$ cat src/rtl/galaga_pkg.sv
// Shared types and helpers for the Galaga pause/hiscore scheduling logic.
package galaga_pkg;

  typedef enum logic [1:0] {
    IDLE    = 2'd0,
    SETTLE  = 2'd1,
    GRANTED = 2'd2,
    RELEASE = 2'd3
  } hs_state_t;

  localparam int R_W = 3;
  localparam int G_W = 3;
  localparam int B_W = 2;

  // Halve each colour field on its own so no bit crosses into its neighbour.
  function automatic logic [7:0] rgb_dim(input logic [7:0] rgb);
    logic [R_W-1:0] r;
    logic [G_W-1:0] g;
    logic [B_W-1:0] b;
    r = rgb[G_W+B_W +: R_W];
    g = rgb[B_W +: G_W];
    b = rgb[0 +: B_W];
    return {r >> 1, g >> 1, b >> 1};
  endfunction

endpackage

$ cat src/rtl/pause_dim_timer.sv
// Saturating idle counter; dim asserts once the enable has been held DIM_TICKS cycles.
// Dropping the enable clears the count and drops dim on the next edge.
module pause_dim_timer #(
  parameter int               CNT_W     = 32,
  parameter logic [CNT_W-1:0] DIM_TICKS = CNT_W'(32'h0ABA9500)
) (
  input  logic clk_sys,
  input  logic reset_n,
  input  logic en,
  output logic dim
);

  logic [CNT_W-1:0] cnt;

  always_ff @(posedge clk_sys or negedge reset_n) begin
    if (!reset_n) begin
      cnt <= '0;
      dim <= 1'b0;
    end else if (en) begin
      if (cnt < DIM_TICKS) begin
        cnt <= cnt + CNT_W'(1);
      end
      dim <= (cnt >= DIM_TICKS);
    end else begin
      cnt <= '0;
      dim <= 1'b0;
    end
  end

endmodule

$ cat src/rtl/pause_ctrl.sv
// Merges user, OSD and hiscore pause sources into one registered pause, runs the
// hiscore req/gnt handshake behind a settle delay, and dims video on long user pauses.
module pause_ctrl
  import galaga_pkg::*;
#(
  parameter int               CNT_W       = 32,
  parameter logic [CNT_W-1:0] DIM_TICKS   = CNT_W'(32'h0ABA9500),
  parameter int               GRANT_DELAY = 4
) (
  input  logic       clk_sys,
  input  logic       reset_n,
  input  logic       btn_pause,
  input  logic       osd_open,
  input  logic       osd_pause_en,
  input  logic       hs_req,
  output logic       hs_gnt,
  output logic       pause,
  output logic       user_paused,
  output logic       dim_video,
  input  logic [7:0] rgb_in,
  output logic [7:0] rgb_out
);

  localparam logic [7:0] SETTLE_LAST = 8'(GRANT_DELAY - 1);

  hs_state_t  state;
  hs_state_t  next_state;
  logic [7:0] settle_cnt;
  logic       btn_q;
  logic       btn_armed;
  logic       btn_rise;
  logic       user_paused_next;
  logic       hs_gnt_d;
  logic       pause_d;

  // A button already held when reset lifts is not a press; it must be released first.
  always_ff @(posedge clk_sys or negedge reset_n) begin
    if (!reset_n) begin
      btn_q     <= 1'b0;
      btn_armed <= 1'b0;
    end else begin
      btn_q     <= btn_pause;
      btn_armed <= 1'b1;
    end
  end

  assign btn_rise         = btn_pause & ~btn_q & btn_armed;
  assign user_paused_next = user_paused ^ btn_rise;

  always_ff @(posedge clk_sys or negedge reset_n) begin
    if (!reset_n) begin
      state <= IDLE;
    end else begin
      state <= next_state;
    end
  end

  always_ff @(posedge clk_sys or negedge reset_n) begin
    if (!reset_n) begin
      settle_cnt <= '0;
    end else if (state == SETTLE) begin
      settle_cnt <= settle_cnt + 8'd1;
    end else begin
      settle_cnt <= '0;
    end
  end

  always_comb begin
    next_state = state;
    case (state)
      IDLE:    if (hs_req) next_state = SETTLE;
      SETTLE: begin
        if (!hs_req) begin
          next_state = IDLE;
        end else if (settle_cnt == SETTLE_LAST) begin
          next_state = GRANTED;
        end
      end
      GRANTED: if (!hs_req) next_state = RELEASE;
      RELEASE: next_state = IDLE;
      default: next_state = IDLE;
    endcase
  end

  always_comb begin
    hs_gnt_d = (next_state == GRANTED);
    pause_d  = user_paused_next | (osd_open & osd_pause_en) | (next_state != IDLE);
  end

  always_ff @(posedge clk_sys or negedge reset_n) begin
    if (!reset_n) begin
      hs_gnt      <= 1'b0;
      pause       <= 1'b0;
      user_paused <= 1'b0;
      rgb_out     <= '0;
    end else begin
      hs_gnt      <= hs_gnt_d;
      pause       <= pause_d;
      user_paused <= user_paused_next;
      rgb_out     <= dim_video ? rgb_dim(rgb_in) : rgb_in;
    end
  end

  pause_dim_timer #(
    .CNT_W     (CNT_W),
    .DIM_TICKS (DIM_TICKS)
  ) u_dim_timer (
    .clk_sys (clk_sys),
    .reset_n (reset_n),
    .en      (user_paused),
    .dim     (dim_video)
  );

endmodule
$ cat config.mk
export PLATFORM = sky130hd
export DESIGN_NAME = pause_ctrl
export DESIGN_NICKNAME = d
export VERILOG_FILES = /design/src/rtl/galaga_pkg.sv /design/src/rtl/pause_dim_timer.sv /design/src/rtl/pause_ctrl.sv
export SDC_FILE = /design/constraint.sdc
export NUM_CORES = 1
export LEC_CHECK = 0
export CAP_MARGIN = 20
export CORE_ASPECT_RATIO = 0.7
export CORE_MARGIN = 4
export CORE_UTILIZATION = 45
export CTS_BUF_LIST = sky130_fd_sc_hd__clkbuf_4
export CTS_CLUSTER_DIAMETER = 40
export CTS_CLUSTER_SIZE = 28
export DETAILED_ROUTE_END_ITERATION = 6
export GPL_ROUTABILITY_DRIVEN = 0
export PLACE_DENSITY = 0.67
export SYNTH_ARGS = -nofsm -noshare
export SYNTH_HDL_FRONTEND = slang
export SYNTH_SLANG_ARGS = --single-unit
$ cat constraint.sdc
create_clock -name clk_sys -period 5 [get_ports clk_sys]
set_input_delay 0.75 -clock clk_sys [delete_from_list [all_inputs] [get_ports clk_sys]]
set_output_delay 0.75 -clock clk_sys [all_outputs]
set_load 0.1 [all_outputs]
==> results of run 1 <==
[worst paths after layout]
path	slack [ns]	cells after the start	end	start
worst max-delay path	1.96	1	user_paused	user_paused
worst min-delay path	0.47	1	settle_cnt[0]	settle_cnt[0]
worst max register to register	2.38	6	u_dim_timer.cnt[6]	u_dim_timer.cnt[30]
worst min register to register	0.47	1	settle_cnt[0]	settle_cnt[0]
max in group asynchronous	4.04	2	u_dim_timer.cnt[4]	reset_n
min in group asynchronous	0.48	2	u_dim_timer.cnt[11]	reset_n
[layout make-up]
cell class / instances / area share
multi-input combinational: 193 / 0.389
tap: 75 / 0.0307
inverter: 9 / 0.0110
clock inverter: 2 / 0.0115
timing repair buffer: 27 / 0.0851
sequential: 56 / 0.458
clock buffer: 6 / 0.0147
[flip-flops by register name, summed over array words and instances (netlist names)]
signal and count:
btn_armed 1, pause 1, state 2, u_dim_timer.cnt 32, settle_cnt 8, hs_gnt 1, u_dim_timer.dim 1, rgb_out 8
btn_q 1, user_paused 1
[layout by cell type, fill, tap and decap left out, drive strengths merged, types with 2 or more instances in the layout]
cell / instances
dfrtp: 56
clkdlybuf4s50: 24
a21oi: 23
nand3: 20
o21ai: 18
or3: 17
nand2: 16
nor2: 14
inv: 9
and3: 9
nand2b: 7
nor3: 7
clkbuf: 6
mux2: 5
xnor2: 5
or4: 5
nor2b: 4
xor2: 4
mux2i: 4
o31ai: 4
nor4: 4
nand4: 4
a21o: 3
and4: 3
ha: 3
buf: 3
and2: 2
[metrics by stage]
stage	total power (uW)	cell area, um^2	setup WS (ns)	hold slack [ns]
3_3_place_gp	782	2980	2.42	0.439
3_5_place_dp	788	2980	2.38	0.454
6_report	1030	3060	1.96	0.466
2_1_floorplan	715	2690	2.97	0.425
4_1_cts	1040	3060	1.94	0.474
5_1_grt	1080	3060	1.85	0.484
[power groups by stage]
stage | logic [uW] | registers [uW] | clock network, uW
2_1_floorplan | 108 | 607 | 0
4_1_cts | 251 | 529 | 261
3_5_place_dp | 251 | 538 | 0
3_3_place_gp | 247 | 536 | 0
5_1_grt | 269 | 537 | 278
6_report | 246 | 530 | 251
[cells by family after synthesis]
kind of cell             after synthesis  share of synthesized area
AO/OA/AOI/OAI                         53                      0.111
XOR/XNOR                               9                     0.0293
adder cells (fa/ha/maj)                3                     0.0139
buffers and inverters                 22                     0.0372
flip-flops                            56                      0.521
multiplexers                           9                     0.0358
other                                  1                    0.00139
AND/OR/NAND/NOR                      118                      0.251
[routing by layer]
layer,vias to the layer above,wire [um],share of wire
li1,1011,-,-
met1,979,2710,0.51
met2,29,2320,0.44
met3,2,223,0.042
met4,0,24,0.0046
met5,-,0,0
==> summary.txt, run 1 <==
Synthesis
  – Synth top area share: 0.521
  – Most frequent cell after synthesis: dfrtp_1
  – Cell area after synthesis: between 0.002 and 0.003 mm^2
  – Syn_nets: between 200 and 300
  – EDFF count, synth: 0
  – Syn Inst Count: roughly 270
  – Async set-reset flop share out of synthesis: 1.00
  – Seq cells post-synth: 56
  – Syn_area_per_cell: 9.93 um^2
  – Synth cell types: 42
  – Seq/Total Area, Yosys: 0.521
  – Yosys warnings: 0
  – Primary FF master, synth: dfrtp_1
  – Commonest cells in the netlist: dfrtp_1 (56), a21oi_1 (23), nand3_1 (20), o21ai_0 (18), or3_1 (17)
  – Synth top area cells: dfrtp_1 (52%), a21oi_1 (4.3%), or3_1 (4.0%), nand3_1 (3.7%), o21ai_0 (3.3%)
  – Cell taking the most area after synthesis: dfrtp_1

STA
  – Setup TNS: 0 ns
  – Slew Limit Fails: 0
  – Slew headroom: 0.339
  – Fmax achieved: roughly 330 MHz
  – Period Utilization, post-route: 0.608
  – Clock Skew: between 0.015 and 0.02 ns
  – Actual slew at the worst max-slew pin: about 1 ns
  – RSZ-0062 raised after global routing: no
  – Final setup vio count: 0
  – Tmin final: just over 3 ns
  – Final Hold Viols: 0

Floorplan
  – Initial Util: 0.468
  – Die height: 72.7 um
  – Core area: about 0.0058 mm^2
  – Die width: between 100 and 150 um
  – Row count: 23
  – Die Footprint: roughly 0.0073 mm^2
  – I/O pin total: 26

Clock tree
  – Clk buf depth: 2
  – Clock transition at the registers of the reported paths: roughly 0.15 ns
  – CTS sink cnt: 56
  – Cts repair resizes: 0
  – Post-CTS Setup Bufs: 0
  – Worst skew pair latency: around 0.38 ns
  – Number of buffers created by CTS: 5
  – Root buf cell: clkbuf_4
  – CTS tree: yes
  – Hold_buf cts: 0
  – H-Tree Depth: 2

Finish
  – Final Non-Filler Cells: 368
  – Multi-input gate area: 0.00119 mm^2
  – ANT cells: 0
  – Finished Core Util: 0.532
  – FF+latch area: 0.00140 mm^2
  – Nets@finish: slightly above 300
  – Ratio of cells with drive above 1 in the final layout: 0.0648
  – Fill cells: 532
  – Area Overhead vs Synth: 13.7%

Power and ir drop
  – Sw Ratio: 0.351
  – P_sw: between 300 and 400 uW
  – Int Pwr: 667 uW
  – Leak pwr: ~0.0013 uW
  – Sequential share of power: 0.516
  – Clock power share: 0.245
  – Comb pwr share: 0.239
  – PwrDens: about 340 mW/mm^2
  – Peak supply drop: 0.000269 V

Detailed routing
  – Routed Antenna Nets: 0
  – Routed vias: between 2000 and 2500
  – Vias per inst: 5.49
  – First-pass detailed-route iteration total: 6
  – First DRT Iteration DRCs: 92
  – DRC viols: 0
  – Final WL: between 5 and 6 mm
  – Routed wire per std cell: 14.3 um

Global routing
  – Gr ovfl total: 0
  – First-pass GRT wire length: 8.97 mm
  – Vias in the first global route: just under 2000
  – Busiest grt layer: met2
  – Tot GR Track Use: 0.153
  – Largest net degree at the start of global routing: 57
  – Initial antenna violation count: 0
  – GRT met3 Usage: 0.0382
  – Met2 Track Usage GR: 0.233
  – Met1 Usage GRT: 0.221

Place
  – PortBufs: 25
  – DP Wirelength: ~3.6 mm
  – Placed cells: 360

Critical path
  – CP Cell Sequence: clkdlybuf4s50_1
  – Delay-heaviest family, CP: buffers and inverters
  – Worst EP arrival: around 2.3 ns
  – Worst Path Buf+Inv: 1
  – Critical path required time: 4.25 ns
  – CP max-delay cell: clkdlybuf4s50_1
  – Crit-path max FO: 18
  – CP Class: register to primary output
  – Worst Setup Start Kind: register
  – Slowest stage delay, CP: 1.24 ns
  – Crit path capture type: primary output

Hold path
  – Worst min-delay path class: register to register

Run status
  – Status: completed

Run
  – Max Cap Viol: 0
Power figures use the tool's default switching activity.
==> inputs of run 2 (changes only) <==
PLACE_DENSITY = 0.7   (was 0.67)
clock period = 2.5 ns   (was 5 ns; I/O delays follow)
==> run 2 against run 1 <==
  * Setup slack got worse by 1.8 ns
  * Routed wire length grew 0.42%
  * Register-to-register slack got worse by 2.2 ns
  * Critical path depth increased by 5
  * Cell count up 1.1%
  * Sequential share of layout area fell by 0.19 points
  * Non-clock buffer count rose by 4
  * Combinational power up 120%
  * Global-route usage increased by 0.69 points
  * Via count up 2.4%
  * Clock power is 96% higher
  * Highest routed layer unchanged
==> summary.txt, run 2 (synthesis results as in run 1) <==
Clock tree
  – Clock transition at the registers of the reported paths: 0.16 ns (was 0.15 ns)
  – Worst skew pair latency: 0.37 ns (was 0.38 ns)
  – Post-CTS Setup Bufs: 0 (unchanged)
  – Number of buffers created by CTS: 5 (unchanged)
  – Root buf cell: clkbuf_4 (unchanged)
  – Cts repair resizes: 0 (unchanged)
  – Hold_buf cts: 0 (unchanged)
  – Clk buf depth: 2 (unchanged)
  – H-Tree Depth: 2 (unchanged)
  – CTS tree: yes (unchanged)
  – CTS sink cnt: 56 (unchanged)

Detailed routing
  – Routed wl met3: 312 um (was 223 um)
  – Met1 wire length: 2.67 mm (was 2.71 mm)
  – Routed Antenna Nets: 0 (unchanged)
  – Top Metal Used: met4 (unchanged)
  – Routed wire per std cell: 14.2 um (was 14.3 um)
  – Metal2 WL: 2.25 mm (was 2.32 mm)
  – First DRT Iteration DRCs: 151 (was 92)
  – First-pass detailed-route iteration total: 4 (was 6)
  – Routed vias: 2069 (was 2021)
  – DRC viols: 0 (unchanged)
  – Vias per inst: 5.56 (was 5.49)
  – Final WL: 5.29 mm (was 5.27 mm)

Finish
  – Nets@finish: 313 (was 309)
  – Max reg flops: 32 (unchanged)
  – Most frequent cells in the layout: dfrtp_1 (56), a21oi_1 (23), nand3_1 (20) (was dfrtp_1 (56), clkdlybuf4s50_1 (24), a21oi_1 (23))
  – ANT cells: 0 (unchanged)
  – Ratio of cells with drive above 1 in the final layout: 0.118 (was 0.0648)
  – Reg with most FFs: u_dim_timer.cnt (unchanged)
  – Largest regs: u_dim_timer.cnt x32, rgb_out x8, settle_cnt x8 (unchanged)
  – Final Non-Filler Cells: 372 (was 368)
  – Area Overhead vs Synth: 14.1% (was 13.7%)
  – Most common cell after layout, fill and taps aside: dfrtp_1 (unchanged)

Global routing
  – Tot GR Track Use: 0.160 (was 0.153)
  – Vias in the first global route: 1982 (was 1962)
  – First-pass GRT wire length: 9.37 mm (was 8.97 mm)
  – Gr ovfl total: 0 (unchanged)
  – Largest net degree at the start of global routing: 57 (unchanged)
  – Initial antenna violation count: 0 (unchanged)

Place
  – DP Wirelength: 3.67 mm (was 3.56 mm)
  – PortBufs: 25 (unchanged)
  – Placed cells: 364 (was 360)

Critical path
  – Worst Reg-to-Reg Cells: 6 (unchanged)
  – CP max-delay cell: or4_1 (was clkdlybuf4s50_1)
  – Delay-heaviest family, CP: simple AND/OR/NAND/NOR gates (was buffers and inverters)
  – Crit path capture type: register (was primary output)
  – Slowest stage delay, CP: 0.51 ns (was 1.24 ns)
  – Worst Path Buf+Inv: 1 (unchanged)
  – CP Cell Sequence: nor4_1 > o21ai_0 > a221o_1 > buf_12 > or4_1 > a21oi_1 (was clkdlybuf4s50_1)
  – Critical path required time: 2.80 ns (was 4.25 ns)
  – Crit-path max FO: 42 (was 18)
  – Worst EP arrival: 2.62 ns (was 2.29 ns)
  – Worst Setup Start Kind: register (unchanged)
  – Reg-to-Reg Start: u_dim_timer.cnt[30] (unchanged)
  – Flop2flop setup slack: 0.17 ns (was 2.38 ns)
  – Worst reg2reg endpoint: u_dim_timer.cnt[6] (unchanged)
  – CP Class: register to register (was register to primary output)

STA
  – Slew headroom: 0.540 (was 0.339)
  – RSZ-0062 raised after global routing: no (unchanged)
  – Slew Limit Fails: 0 (unchanged)
  – Final Hold Viols: 0 (unchanged)
  – Fmax achieved: approximately 430 MHz
  – Clock Skew: 0.0150 ns (was 0.0196 ns)
  – Period Utilization, post-route: 0.931
  – Setup TNS: 0 ns (unchanged)
  – Tmin final: between 2 and 2.5 ns
  – Actual slew at the worst max-slew pin: 0.690 ns (was 0.988 ns)
  – Final setup vio count: 0 (unchanged)

Run status
  – Status: completed (unchanged)

Power and ir drop
  – PwrDens: 674 mW/mm^2 (was 336 mW/mm^2)
  – Final Power: 2070 uW (was 1030 uW)
  – Peak supply drop: 0.000390 V (was 0.000269 V)
  – Leak pwr: 0.00131 uW (was 0.00127 uW)

Floorplan
  – Die height: 72.7 um (unchanged)
  – Die width: 100 um (unchanged)
  – Core area: 0.00576 mm^2 (unchanged)
  – Initial Util: 0.468 (unchanged)
  – I/O pin total: 26 (unchanged)
  – Die Footprint: 0.00730 mm^2 (unchanged)
  – Row count: 23 (unchanged)

Hold path
  – Worst min-delay path class: input port to async pin (was register to register)

Run
  – Max Cap Viol: 0 (unchanged)
-- run 2: cell types whose count changed in the layout (fill, tap and decap cells not counted), sizes merged --
| cell | change |
|---|---|
| clkdlybuf4s50 | -12 |
| buf | +16 |
-- run 2: worst max path at each step --
stage	start	end	slack [ns]	cells past startpoint
global route	u_dim_timer.cnt[30]	u_dim_timer.cnt[21]	0.07	6
CTS	u_dim_timer.cnt[30]	u_dim_timer.cnt[21]	0.21	6
global placement	u_dim_timer.cnt[30]	u_dim_timer.cnt[23]	0.35	6
detailed placement	u_dim_timer.cnt[28]	u_dim_timer.cnt[21]	0.25	6
finish	u_dim_timer.cnt[30]	u_dim_timer.cnt[6]	0.17	6
floorplan	u_dim_timer.cnt[14]	u_dim_timer.cnt[23]	0.47	7
-- run 2: worst register-to-register path, cell delays in order, from the launching register on --
cell	delay [ns]
dfrtp_1	0.42
nor4_1	0.31
o21ai_0	0.27
a221o_1	0.39
buf_12	0.20
or4_1	0.52
a21oi_1	0.15
-- run 2: area by class of cell --
| cell class | instances | area, um^2 |
|---|---|---|
| multi-input combinational | 193 | 1190 |
| inverter | 9 | 33.8 |
| sequential | 56 | 1400 |
| timing repair buffer | 31 | 273 |
| clock inverter | 2 | 35.0 |
| fill | 529 | 2680 |
| clock buffer | 6 | 45.0 |
| tap | 75 | 93.8 |
-- run 2: report_power, final --
part / leakage (uW) / switching, uW / internal, uW
combinational: 0.000517 / 387 / 149
clock: 0.0000456 / 270 / 221
sequential: 0.000746 / 66.8 / 976
total: 0.00131 / 724 / 1350
-- run 2: per-stage QoR --
step	util	area (um^2)	hold slack, ns	worst slack (ns)
after floorplan	-	2690	0.0794	0.472
after global placement	0.520	2990	0.449	0.348
after detailed placement	0.520	2990	0.455	0.248
after CTS	0.534	3070	0.141	0.207
after global routing	0.534	3070	0.163	0.0693
final	0.534	3070	0.105	0.172
-- run 2: layer usage --
metal | vias to the layer above | track usage
met3 | 7 | 0.0315
met5 | - | 0
met2 | 59 | 0.236
met1 | 986 | 0.242
met4 | 0 | 0.0404
li1 | 1017 | -
==> inputs of run 3 (changes only) <==
CTS_BUF_LIST = sky130_fd_sc_hd__clkbuf_16   (was sky130_fd_sc_hd__clkbuf_4)
SYNTH_HIERARCHICAL = 1   (was unset)
==> run 3 against run 2 <==
  * Sequential power about the same
  * Largest cell class unchanged
  * Critical path depth down 1
  * Via count increased by 5.4%
  * Core utilization grew 2.1 points
  * Routed wire length is 4.3% higher
  * Sequential cell count unchanged
  * Clock skew fell by 0.0056 ns
  * First-iteration DRC count is 28% lower
==> summary.txt, run 3 <==
Synthesis
  – Syn Inst Count: 274 (was 271)
  – Synth cell types: 43 (was 42)
  – Primary FF master, synth: dfrtp_1 (unchanged)
  – Seq/Total Area, Yosys: 0.505 (was 0.521)
  – Syn_area_per_cell: 10.1 um^2 (was 9.93 um^2)
  – Yosys warnings: 6 (was 0)
  – Cell area after synthesis: 0.00278 mm^2 (was 0.00269 mm^2)
  – EDFF count, synth: 0 (unchanged)
  – Most frequent cell after synthesis: dfrtp_1 (unchanged)
  – Syn_nets: 291 (was 288)
  – Seq cells post-synth: 56 (unchanged)
  – Synth top area cells: dfrtp_1 (50%), nand2_1 (3.7%), a21oi_1 (3.6%), o31ai_1 (3.5%), mux2i_1 (3.2%) (was dfrtp_1 (52%), a21oi_1 (4.3%), or3_1 (4.0%), nand3_1 (3.7%), o21ai_0 (3.3%))
  – Synth top area share: 0.505 (was 0.521)
  – Commonest cells in the netlist: dfrtp_1 (56), nand2_1 (27), a21oi_1 (20), nand3_1 (15), o31ai_1 (13) (was dfrtp_1 (56), a21oi_1 (23), nand3_1 (20), o21ai_0 (18), or3_1 (17))
  – Cell taking the most area after synthesis: dfrtp_1 (unchanged)
  – Async set-reset flop share out of synthesis: 1.00 (unchanged)

STA
  – Final Hold Viols: 0 (unchanged)
  – Slew Limit Fails: 0 (unchanged)
  – Final setup vio count: 0 (unchanged)
  – Fmax achieved: 448 MHz (was 429 MHz)
  – Period Utilization, post-route: 0.893 (was 0.931)
  – RSZ-0062 raised after global routing: no (unchanged)
  – Tmin final: 2.23 ns (was 2.33 ns)
  – Worst setup margin: 0.267 ns (was 0.172 ns)
  – Actual slew at the worst max-slew pin: 0.765 ns (was 0.690 ns)
  – Slew headroom: 0.490 (was 0.540)
  – Setup TNS: 0 ns (unchanged)
  – Clock Skew: 0.00931 ns (was 0.0150 ns)

Critical path
  – Worst Setup Start Kind: register (unchanged)
  – CP Class: register to register (unchanged)
  – Crit path capture type: register (unchanged)
  – Critical path required time: 2.72 ns (was 2.80 ns)
  – Worst EP arrival: 2.45 ns (was 2.62 ns)
  – Crit-path max FO: 12 (was 42)

Clock tree
  – Worst skew pair latency: 0.29 ns (was 0.37 ns)
  – Cts repair resizes: 0 (unchanged)
  – Clk buf depth: 2 (unchanged)
  – CTS sink cnt: 56 (unchanged)
  – Number of buffers created by CTS: 5 (unchanged)
  – Hold_buf cts: 0 (unchanged)
  – Clock transition at the registers of the reported paths: 0.08 ns (was 0.16 ns)
  – Post-CTS Setup Bufs: 0 (unchanged)
  – CTS tree: yes (unchanged)
  – Root buf cell: clkbuf_16 (was clkbuf_4)
  – H-Tree Depth: 2 (unchanged)

Finish
  – Largest regs: u_dim_timer/cnt x32, rgb_out x8, settle_cnt x8 (was u_dim_timer.cnt x32, rgb_out x8, settle_cnt x8)
  – Area Overhead vs Synth: 16.7% (was 14.1%)
  – Most frequent cells in the layout: dfrtp_1 (56), nand2_1 (27), a21oi_1 (20) (was dfrtp_1 (56), a21oi_1 (23), nand3_1 (20))
  – Max reg flops: 32 (unchanged)
  – Ratio of cells with drive above 1 in the final layout: 0.136 (was 0.118)
  – Most common cell after layout, fill and taps aside: dfrtp_1 (unchanged)
  – Nets@finish: 318 (was 313)
  – ANT cells: 0 (unchanged)
  – Reg with most FFs: u_dim_timer/cnt (was u_dim_timer.cnt)
  – Final Non-Filler Cells: 377 (was 372)

Run
  – Max Cap Viol: 0 (unchanged)

Floorplan
  – Die Footprint: 0.00751 mm^2 (was 0.00730 mm^2)
  – Core area: 0.00584 mm^2 (was 0.00576 mm^2)
  – Die height: 73.7 um (was 72.7 um)
  – I/O pin total: 26 (unchanged)
  – Row count: 23 (unchanged)
  – Die width: 102 um (was 100 um)
  – Initial Util: 0.475 (was 0.468)

Place
  – DP Wirelength: 3.85 mm (was 3.67 mm)
  – Setup WS pre-CTS: 0.286 ns (was 0.248 ns)
  – PortBufs: 25 (unchanged)
  – Placed cells: 369 (was 364)

Global routing
  – Largest net degree at the start of global routing: 35 (was 57)
  – Gr ovfl total: 0 (unchanged)
  – Initial antenna violation count: 0 (unchanged)
  – First-pass GRT wire length: 9.64 mm (was 9.37 mm)
  – Tot GR Track Use: 0.161 (was 0.160)
  – Vias in the first global route: 2054 (was 1982)

Run status
  – Status: completed (unchanged)

Hold path
  – Worst min-delay path class: input port to async pin (unchanged)

Power and ir drop
  – PwrDens: 726 mW/mm^2 (was 674 mW/mm^2)
  – Peak supply drop: 0.000635 V (was 0.000390 V)
  – Leak pwr: 0.00135 uW (was 0.00131 uW)
  – Final Power: 2350 uW (was 2070 uW)

Detailed routing
  – First DRT Iteration DRCs: 109 (was 151)
  – Routed wire per std cell: 14.6 um (was 14.2 um)
  – First-pass detailed-route iteration total: 4 (unchanged)
  – Vias per inst: 5.79 (was 5.56)
  – Routed Antenna Nets: 0 (unchanged)
  – DRC viols: 0 (unchanged)
  – Routed vias: 2181 (was 2069)
  – Final WL: 5.52 mm (was 5.29 mm)
## run 3: layer usage
| metal | GRT usage | wire (um) | vias to the layer above |
|---|---|---|---|
| met2 | 0.253 | 2510 | 41 |
| li1 | - | - | 1057 |
| met3 | 0.0417 | 304 | 5 |
| met5 | 0 | 0 | - |
| met1 | 0.230 | 2680 | 1078 |
| met4 | 0.0218 | 23 | 0 |
## run 3: path summary, 6_finish.rpt
path | start | end | slack, ns | cells after the start
setup / recovery | u_dim_timer/cnt[30] | u_dim_timer/cnt[22] | 0.27 | 5
hold / removal | reset_n | u_dim_timer/cnt[16] | 0.15 | 1
setup reg to reg | u_dim_timer/cnt[30] | u_dim_timer/cnt[22] | 0.27 | 5
hold reg to reg | u_dim_timer/cnt[31] | u_dim_timer/cnt[31] | 0.50 | 1
max in group asynchronous | reset_n | settle_cnt[1] | 1.65 | 2
min in group clk_sys | u_dim_timer/cnt[31] | u_dim_timer/cnt[31] | 0.50 | 1
## run 3: final cells by class
cell class,count,area (um^2)
Fill cell,516,2600
Sequential cell,56,1400
Multi-Input combinational cell,201,1300
Timing Repair Buffer,31,273
Clock buffer,5,125
Tap cell,75,93.8
Clock inverter,3,25.0
Inverter,6,22.5
## run 3: kinds of logic after synthesis
logic type	synth area share
DFF	0.505
xor gates and xnor gates	0.0158
other	0.00135
buffers and inverters	0.0298
AOI/OAI and AO/OA	0.119
adders and majority gates	0.0135
and+or+nand+nor	0.262
muxes	0.0528
## run 3: metrics by stage
step	hold WS (ns)	instance area (um^2)	utilization
after detailed placement	0.483	3090	0.529
final	0.150	3240	0.554
after CTS	0.186	3240	0.554
after global placement	0.477	3090	0.529
after floorplan	0.0794	2780	-
after global routing	0.217	3240	0.554
## run 3: worst max-delay path, stage by stage, from the launching register on
cell     delay (ns)
dfrtp_1        0.38
or4_4          0.54
a21oi_4        0.27
nand2_1        0.29
or4_1          0.53
a21oi_1        0.15
## run 3: power breakdown
part | total (uW) | switching [uW] | leakage [uW] | internal, uW
combinational | 603 | 416 | 0.000530 | 186
sequential | 1030 | 56.3 | 0.000745 | 976
clock | 715 | 335 | 0.0000708 | 379
